**src/rtl/display_pkg.sv**
```systemverilog
// Shared display constants: raster timing presets and the TMDS control symbols
// that the channel encoders emit during blanking.
package display_pkg;

  // 640x480 @ 60 Hz, 25.2 MHz pixel clock, negative syncs
  localparam int VGA_H_RES  = 640;
  localparam int VGA_H_FP   = 16;
  localparam int VGA_H_SYNC = 96;
  localparam int VGA_H_BP   = 48;
  localparam int VGA_V_RES  = 480;
  localparam int VGA_V_FP   = 10;
  localparam int VGA_V_SYNC = 2;
  localparam int VGA_V_BP   = 33;
  localparam bit VGA_H_POL  = 1'b0;
  localparam bit VGA_V_POL  = 1'b0;

  // 1280x720 @ 60 Hz, 74.25 MHz pixel clock, positive syncs
  localparam int HD_H_RES   = 1280;
  localparam int HD_H_FP    = 110;
  localparam int HD_H_SYNC  = 40;
  localparam int HD_H_BP    = 220;
  localparam int HD_V_RES   = 720;
  localparam int HD_V_FP    = 5;
  localparam int HD_V_SYNC  = 5;
  localparam int HD_V_BP    = 20;
  localparam bit HD_H_POL   = 1'b1;
  localparam bit HD_V_POL   = 1'b1;

  // TMDS control symbols indexed by {c1, c0}
  localparam logic [9:0] TMDS_CTRL_00 = 10'b1101010100;
  localparam logic [9:0] TMDS_CTRL_01 = 10'b0010101011;
  localparam logic [9:0] TMDS_CTRL_10 = 10'b0101010100;
  localparam logic [9:0] TMDS_CTRL_11 = 10'b1010101011;

  function automatic int axis_total(input int res, input int fp, input int sync, input int bp);
    return res + fp + sync + bp;
  endfunction

endpackage

```
**src/rtl/display_axis_counter.sv**
```systemverilog
// One raster axis: a wrapping position counter with a registered sync output.
// o_active decodes the position this counter will hold after the current edge.
module display_axis_counter
  import display_pkg::*;
#(
  parameter int CORDW    = 10,
  parameter int TOTAL    = 800,
  parameter int RES      = 640,
  parameter int SYNC_BEG = 656,
  parameter int SYNC_END = 751,
  parameter bit POL      = 1'b0
) (
  input  logic             i_clk,
  input  logic             i_rst,
  input  logic             i_adv,
  output logic             o_wrap,
  output logic [CORDW-1:0] o_pos,
  output logic             o_active,
  output logic             o_sync
);

  localparam logic [CORDW-1:0] LAST  = CORDW'(TOTAL - 1);
  localparam logic [CORDW-1:0] RES_C = CORDW'(RES);
  localparam logic [CORDW-1:0] SB_C  = CORDW'(SYNC_BEG);
  localparam logic [CORDW-1:0] SE_C  = CORDW'(SYNC_END);

  logic [CORDW-1:0] pos_nxt;
  logic             sync_nxt;

  always_comb begin
    pos_nxt = o_pos;
    if (i_adv) begin
      pos_nxt = o_wrap ? '0 : o_pos + CORDW'(1);
    end
    sync_nxt = ((pos_nxt >= SB_C) && (pos_nxt <= SE_C)) ? POL : ~POL;
  end

  assign o_wrap   = (o_pos == LAST);
  assign o_active = (pos_nxt < RES_C);

  always_ff @(posedge i_clk) begin
    if (i_rst) begin
      o_pos  <= LAST;
      o_sync <= ~POL;
    end else if (i_adv) begin
      o_pos  <= pos_nxt;
      o_sync <= sync_nxt;
    end
  end

endmodule

```
**src/rtl/display_timings_dvi.sv**
```systemverilog
// Pixel-clock raster timing generator feeding the TMDS encoders: position,
// display enable, syncs and line/frame strobes, all registered and aligned.
module display_timings_dvi
  import display_pkg::*;
#(
  parameter int CORDW  = 10,
  parameter int H_RES  = VGA_H_RES,
  parameter int H_FP   = VGA_H_FP,
  parameter int H_SYNC = VGA_H_SYNC,
  parameter int H_BP   = VGA_H_BP,
  parameter int V_RES  = VGA_V_RES,
  parameter int V_FP   = VGA_V_FP,
  parameter int V_SYNC = VGA_V_SYNC,
  parameter int V_BP   = VGA_V_BP,
  parameter bit H_POL  = VGA_H_POL,
  parameter bit V_POL  = VGA_V_POL
) (
  input  logic             i_clk,
  input  logic             i_rst,
  input  logic             i_ce,
  output logic [CORDW-1:0] o_sx,
  output logic [CORDW-1:0] o_sy,
  output logic             o_de,
  output logic             o_hsync,
  output logic             o_vsync,
  output logic             o_line,
  output logic             o_frame
);

  localparam int H_TOTAL = axis_total(H_RES, H_FP, H_SYNC, H_BP);
  localparam int V_TOTAL = axis_total(V_RES, V_FP, V_SYNC, V_BP);
  localparam int HS_BEG  = H_RES + H_FP;
  localparam int HS_END  = HS_BEG + H_SYNC - 1;
  localparam int VS_BEG  = V_RES + V_FP;
  localparam int VS_END  = VS_BEG + V_SYNC - 1;

  if ((H_TOTAL - 1 >= (2 ** CORDW)) || (V_TOTAL - 1 >= (2 ** CORDW))) begin : g_cordw_check
    $error("CORDW too narrow to hold the raster totals");
  end

  logic h_wrap, h_active;
  logic v_wrap, v_active;
  logic v_adv;

  // The vertical axis steps only on the enabled edge that wraps the line.
  assign v_adv = i_ce & h_wrap;

  display_axis_counter #(
    .CORDW(CORDW), .TOTAL(H_TOTAL), .RES(H_RES),
    .SYNC_BEG(HS_BEG), .SYNC_END(HS_END), .POL(H_POL)
  ) u_h_axis (
    .i_clk    (i_clk),
    .i_rst    (i_rst),
    .i_adv    (i_ce),
    .o_wrap   (h_wrap),
    .o_pos    (o_sx),
    .o_active (h_active),
    .o_sync   (o_hsync)
  );

  display_axis_counter #(
    .CORDW(CORDW), .TOTAL(V_TOTAL), .RES(V_RES),
    .SYNC_BEG(VS_BEG), .SYNC_END(VS_END), .POL(V_POL)
  ) u_v_axis (
    .i_clk    (i_clk),
    .i_rst    (i_rst),
    .i_adv    (v_adv),
    .o_wrap   (v_wrap),
    .o_pos    (o_sy),
    .o_active (v_active),
    .o_sync   (o_vsync)
  );

  // Strobes fire only on an advancing edge, so a stall never repeats them.
  always_ff @(posedge i_clk) begin
    if (i_rst) begin
      o_de    <= 1'b0;
      o_line  <= 1'b0;
      o_frame <= 1'b0;
    end else begin
      o_line  <= i_ce & h_wrap;
      o_frame <= i_ce & h_wrap & v_wrap;
      if (i_ce) begin
        o_de <= h_active & v_active;
      end
    end
  end

endmodule

```
**config.mk**
```make
export PLATFORM = sky130hd
export DESIGN_NAME = display_timings_dvi
export DESIGN_NICKNAME = d
export VERILOG_FILES = /design/src/rtl/display_pkg.sv /design/src/rtl/display_axis_counter.sv /design/src/rtl/display_timings_dvi.sv
export SDC_FILE = /design/constraint.sdc
export NUM_CORES = 1
export LEC_CHECK = 0
export BUFFER_PORTS_ARGS = -buffer_cell sky130_fd_sc_hd__buf_2
export CORE_ASPECT_RATIO = 0.6
export CORE_MARGIN = 2
export CORE_UTILIZATION = 59
export CTS_CLUSTER_DIAMETER = 200
export DETAILED_ROUTE_END_ITERATION = 7
export GPL_TIMING_DRIVEN = 1
export HOLD_SLACK_MARGIN = 0.12
export PLACE_DENSITY = 0.8
export SETUP_SLACK_MARGIN = 0.3
export SLEW_MARGIN = 15
export SYNTH_ARGS = -nofsm -noshare
export SYNTH_HDL_FRONTEND = slang
export SYNTH_HIERARCHICAL = 1
export SYNTH_SLANG_ARGS = --single-unit
```
**constraint.sdc**
```tcl
create_clock -name i_clk -period 4.5 [get_ports i_clk]
set_input_delay 0.45 -clock i_clk [delete_from_list [all_inputs] [get_ports i_clk]]
set_output_delay 0.45 -clock i_clk [all_outputs]
set_load 0.01 [all_outputs]
```
; After elaboration in Yosys (flattened, before gate mapping)
; Cells that the tools add are included.
[word_totals]
elab_cells = 28
inputBits = 3
ff_bits = 25
[op_classes]
n_lt_le_gt_ge = 6
n_addsub = 2
n_reduce_logical = 2
mux = 6
bitwise_logic = 3
n_eq_ne = 2
[op_table]
columns = cell, n
row1 = $mux W10, 4
row2 = $add A10 B1 Y10 const B, 2
row3 = $eq A10 B10 Y1 const B, 2
row4 = $ge A10 B10 Y1 const B, 1
row5 = $ge A10 B9 Y1 const B, 1
row6 = $le A10 B10 Y1 const B, 1
row7 = $le A10 B9 Y1 const B, 1
row8 = $lt A10 B10 Y1 const B, 1
row9 = $lt A10 B9 Y1 const B, 1
row10 = $and A1 B1 Y1, 3
row11 = $logic_and A1 B1 Y1, 2
row12 = $mux W1, 2

; Logic depth before layout (Yosys ltp)
[logic_depth]
ltp_word = 6
mapped_depth = 13
ltp_nobuf = 12

; Modules after synthesis
; The synthesis kept the hierarchy.
[by_module_without_submodules]
columns = mod, area_each_um2, seq_area_each_um2, instances, cells_per_inst
row1 = display_axis_counter (u_v_axis), 700.7, 220.2, 1, 82
row2 = display_axis_counter (u_h_axis), 696.9, 220.2, 1, 80
row3 = display_timings_dvi, 102.6, 60.1, 1, 10

; Worst setup path before layout
; Ideal clock, no wire load.
[synth_path]
kind = register to register
from = reg u_h_axis.o_pos[0]
to = reg o_de
stages_incl_launch_ff = 14
arrival_ns = 2.362
setup_slack_ns = 2.022
required_time_ns = 4.384
period_less_slack_ns = 2.478
path_buffers = 1
cell_sequence = dfxtp_1 > ha_1 > and2_1 > and4_4 > buf_6 > nand2_2 > inv_1 > nand4_4 > or2_1 > nor3_4 > xor2_1 > o21ai_0 > nand3_1 > a21oi_1
[synth_between]
elab_chain_cells = 5
[synth_lines]
columns = item, line_no
row1 = start: declaration, display_axis_counter.sv:17  ; output logic [CORDW-1:0] o_pos,
row2 = start signal: assignment, display_axis_counter.sv:46  ; o_pos <= pos_nxt;
row3 = $eq A10 B10 Y1, display_axis_counter.sv:38  ; assign o_wrap = (o_pos == LAST);
row4 = via h_wrap, display_timings_dvi.sv:41  ; logic h_wrap, h_active;
row5 = $and A1 B1 Y1, display_timings_dvi.sv:46  ; assign v_adv = i_ce & h_wrap;
row6 = via v_adv, display_timings_dvi.sv:43  ; logic v_adv;
row7 = $mux W10, display_axis_counter.sv:32  ; if (i_adv) begin
row8 = $lt A10 B9 Y1, display_axis_counter.sv:39  ; assign o_active = (pos_nxt < RES_C);
row9 = via v_active, display_timings_dvi.sv:42  ; logic v_wrap, v_active;
row10 = $and A1 B1 Y1, display_timings_dvi.sv:84  ; o_de <= h_active & v_active;
row11 = end signal: assignment, display_timings_dvi.sv:84
row12 = end: declaration, display_timings_dvi.sv:23  ; output logic o_de,
; The timed path passes the listed nets, and every way through them passes these cells.
; A chain may end at the register's enable or synchronous reset.

; Worst setup path after layout
; Same ends and word-level chain as after synthesis.

==> key figures <==
Die
  – Core area: between 2000 and 2500 sq um
  – Die X: 69.1 um
  – Die Area: 2980 sq um
  – Starting Density: 61.2%
  – IO Pins: 28
  – Rows: 14
  – Die height: 43.1 um

Placed design
  – Placed cell areas: 1630 sq um
  – IO buf count: 27
  – Placed insts: 224
  – GPL Wtd Cong: 0.931
  – Hpwl dp: 2.71 mm

Power and ir drop
  – Psw: between 0.00015 and 0.0002 W
  – Internal power: 0.000367 W
  – Pwr Total: 0.000553 W
  – Switching share of power: 33.7%
  – VDD IR max: 0.000279 V
  – Flop pwr share: 48.2%
  – Leakage: 0.679 nW
  – Clk network pwr share: 23.8%
  – Pwr/cell area: about 330 nW/um^2
  – Comb pwr share: ~28%

Synthesis
  – Mapped Avg Cell Area: 8.72 sq um
  – Post-synth cell types: 60
  – Cells after Synth: 172
  – Fraction of registers with async set/reset: 0%
  – Post-synth EDFFs: 0
  – Mapped cell area: ~1500 sq um
  – Post-synthesis register bit count: 25
  – Register area share after synthesis: 33.4%
  – Main flop type after synthesis: dfxtp_1
  – Syn nets: 178
  – Yosys warns: 6

CTS
  – Root Driver: clkbuf_8
  – Num CTS Buffers: 3
  – CTS max path bufs: 2
  – Clock Sinks: 25
  – Post-CTS Setup Bufs: 0
  – CTS Hold Buffers Added: 0
  – Clk slew on worst S/H paths: 0.08 ns
  – CTS tree: done
  – Resize count post-CTS: 0
  – H-tree Lvls: 1
  – Clk Latency, worst-skew pair: around 0.26 ns

Cells and area
  – Layout area overhead: 11.3%
  – Final antenna diode count: 0
  – Cell area after layout: 1670 sq um
  – Layout cells sized above 1: a little over a fifth
  – Final Util: 68.1%
  – Non-Filler Instances: 228
  – Nets@finish: 203

Setup path
  – CP Capture Type: flip-flop
  – Worst Setup SP: u_h_axis/o_pos[0]
  – FF-to-FF Start: u_h_axis/o_pos[0]
  – Crit-path max FO: 11
  – Crit path DAT: 3.14 ns
  – Critical path type: reg2reg
  – Startpoint types: flip-flop
  – CP Data Required Time: 4.70 ns

Run
  – Max-cap violations: 0

Timing
  – RSZ-0062 raised after global routing: false
  – Final Skew: 0.00261 ns
  – Slew margin rel.: 68.1%
  – Fmax: 0.339 GHz
  – Fin. Hold Viols: 0
  – Crit share post-route: between 60% and 70%
  – Pins Over Slew Limit: 0
  – Actual slew at the worst max-slew pin: 0.478 ns
  – Sum of negative setup slack: 0 ns
  – Fin crit period: 2.95 ns
  – Setup-failing EPs final: 0

Detailed routing
  – Vias per cell: 6.25
  – DRT antenna net count: 0
  – Routed Wire Length: 3.69 mm
  – Initial DRC count: 176
  – Routed WL per cell: 16.2 um
  – Residual DRC count: 0
  – Vias: approximately 1400
  – Detailed Routing Iterations Pass 1: 4

Outcome
  – Outcome: finished, final reports clean

Global routing
  – Largest net degree at the start of global routing: 17
  – Gr usage total: 25.4%
  – Congestion Overflow GR: 0
  – First-pass GRT wire length: 5.91 mm
  – Vias in the first global route: 1210
  – Initial antenna violation count: 0

Worst hold path
  – Hold Crit Start: o_de
  – Hold crit path type: reg2reg
[worst max-delay path: stages (launching register included)]
cell and delay (ns):
dfxtp_1 0.45, ha_1 0.32, and2_1 0.20, and4_4 0.26, nand2_2 0.07, inv_1 0.29, nand4_4 0.19, or2_1 0.33
nor3_4 0.22, xor2_1 0.11, o21ai_0 0.17, nand3_1 0.10, a21oi_1 0.16
[cell type report]
class	instances	area (sq um)
multi-input cells	133	923
fillers	225	782
flip-flops and latches	25	500
repair buffers	27	135
clock buffers	4	45.0
well taps	32	40.0
inverters	7	26.3
[cells by family (layout without fill, tap and decap cells)]
family / count (synthesis) / after routing / share of synthesized area (%)
XOR/XNOR: 10 / 10 / 5.84
AND/OR/NAND/NOR: 80 / 80 / 33.3
AO/OA/AOI/OAI: 37 / 37 / 17.9
buffers and inverters: 14 / 38 / 5.09
flip-flops: 25 / 25 / 33.4
adder cells (fa/ha/maj): 3 / 3 / 2.50
multiplexers: 3 / 3 / 2.00
[power by group through the flow]
stage	registers, W	logic (W)	clock network, W
6_report	0.000267	0.000155	0.000132
5_1_grt	0.000271	0.000168	0.000143
4_1_cts	0.000266	0.000152	0.000133
3_5_place_dp	0.000271	0.000151	0
3_3_place_gp	0.000269	0.000147	0
2_1_floorplan	0.000268	0.000116	0
[sequential cells by signal, indices dropped and copies added (netlist names)]
register	flops
o_frame	1
o_de	1
u_v_axis/o_pos	10
u_h_axis/o_pos	10
o_line	1
u_v_axis/o_sync	1
u_h_axis/o_sync	1
[path summary, 6_finish.rpt]
check / to / slack (ns) / depth (start not counted)
worst max register to register: o_de / 1.55 / 12
worst min-delay path: o_de / 0.51 / 2
worst max-delay path: o_de / 1.55 / 12
worst min register to register: o_de / 0.51 / 2
[synthesized netlist by cell type, types with 3 or more instances]
cell type,n,share of area (%)
dfxtp_1,25,33
nor2_1,21,5.3
nand2_1,14,3.5
o21ai_0,9,3.0
inv_1,7,1.8
xor2_1,6,3.5
a21oi_1,5,1.7
nor3_1,5,1.7
and2_1,4,1.7
and3_1,4,1.7
nand3_1,4,1.3
nand4_1,4,1.7
xnor2_1,4,2.3
ha_1,3,2.5
mux2i_1,3,2.0
nand2b_1,3,1.3
[cells in the final DEF (no fill, tap or decap), types with 2 or more instances in the layout]
cell type   n
nand3_1     4
xor2_1      6
and3_1      4
o21ai_0     9
mux2i_1     3
ha_1        3
and2_1      4
a31oi_1     2
nand2b_1    3
xnor2_1     4
nand4_1     4
buf_2      27
clkbuf_8    3
nand2_1    14
dfxtp_1    25
a41oi_1     2
a22o_1      2
inv_1       7
nor4_1      2
o22a_1      2
nor2_1     21
a21oi_1     5
nor3_1      5
[metrics by stage]
stage               worst slack, ns  hold WS (ns)
floorplan                      2.02         0.483
CTS                            1.56         0.512
global route                   1.32         0.537
detailed placement             1.58         0.500
finish                         1.55         0.511
global placement               1.78         0.473
[per-layer routing]
metal  global-route usage, %  wire length, um
met5                       0                0
met2                    34.6             1510
met1                    38.0             1710
met4                    6.27               57
met3                    8.55              414
Note: power is estimated with default switching activity, not from simulation.
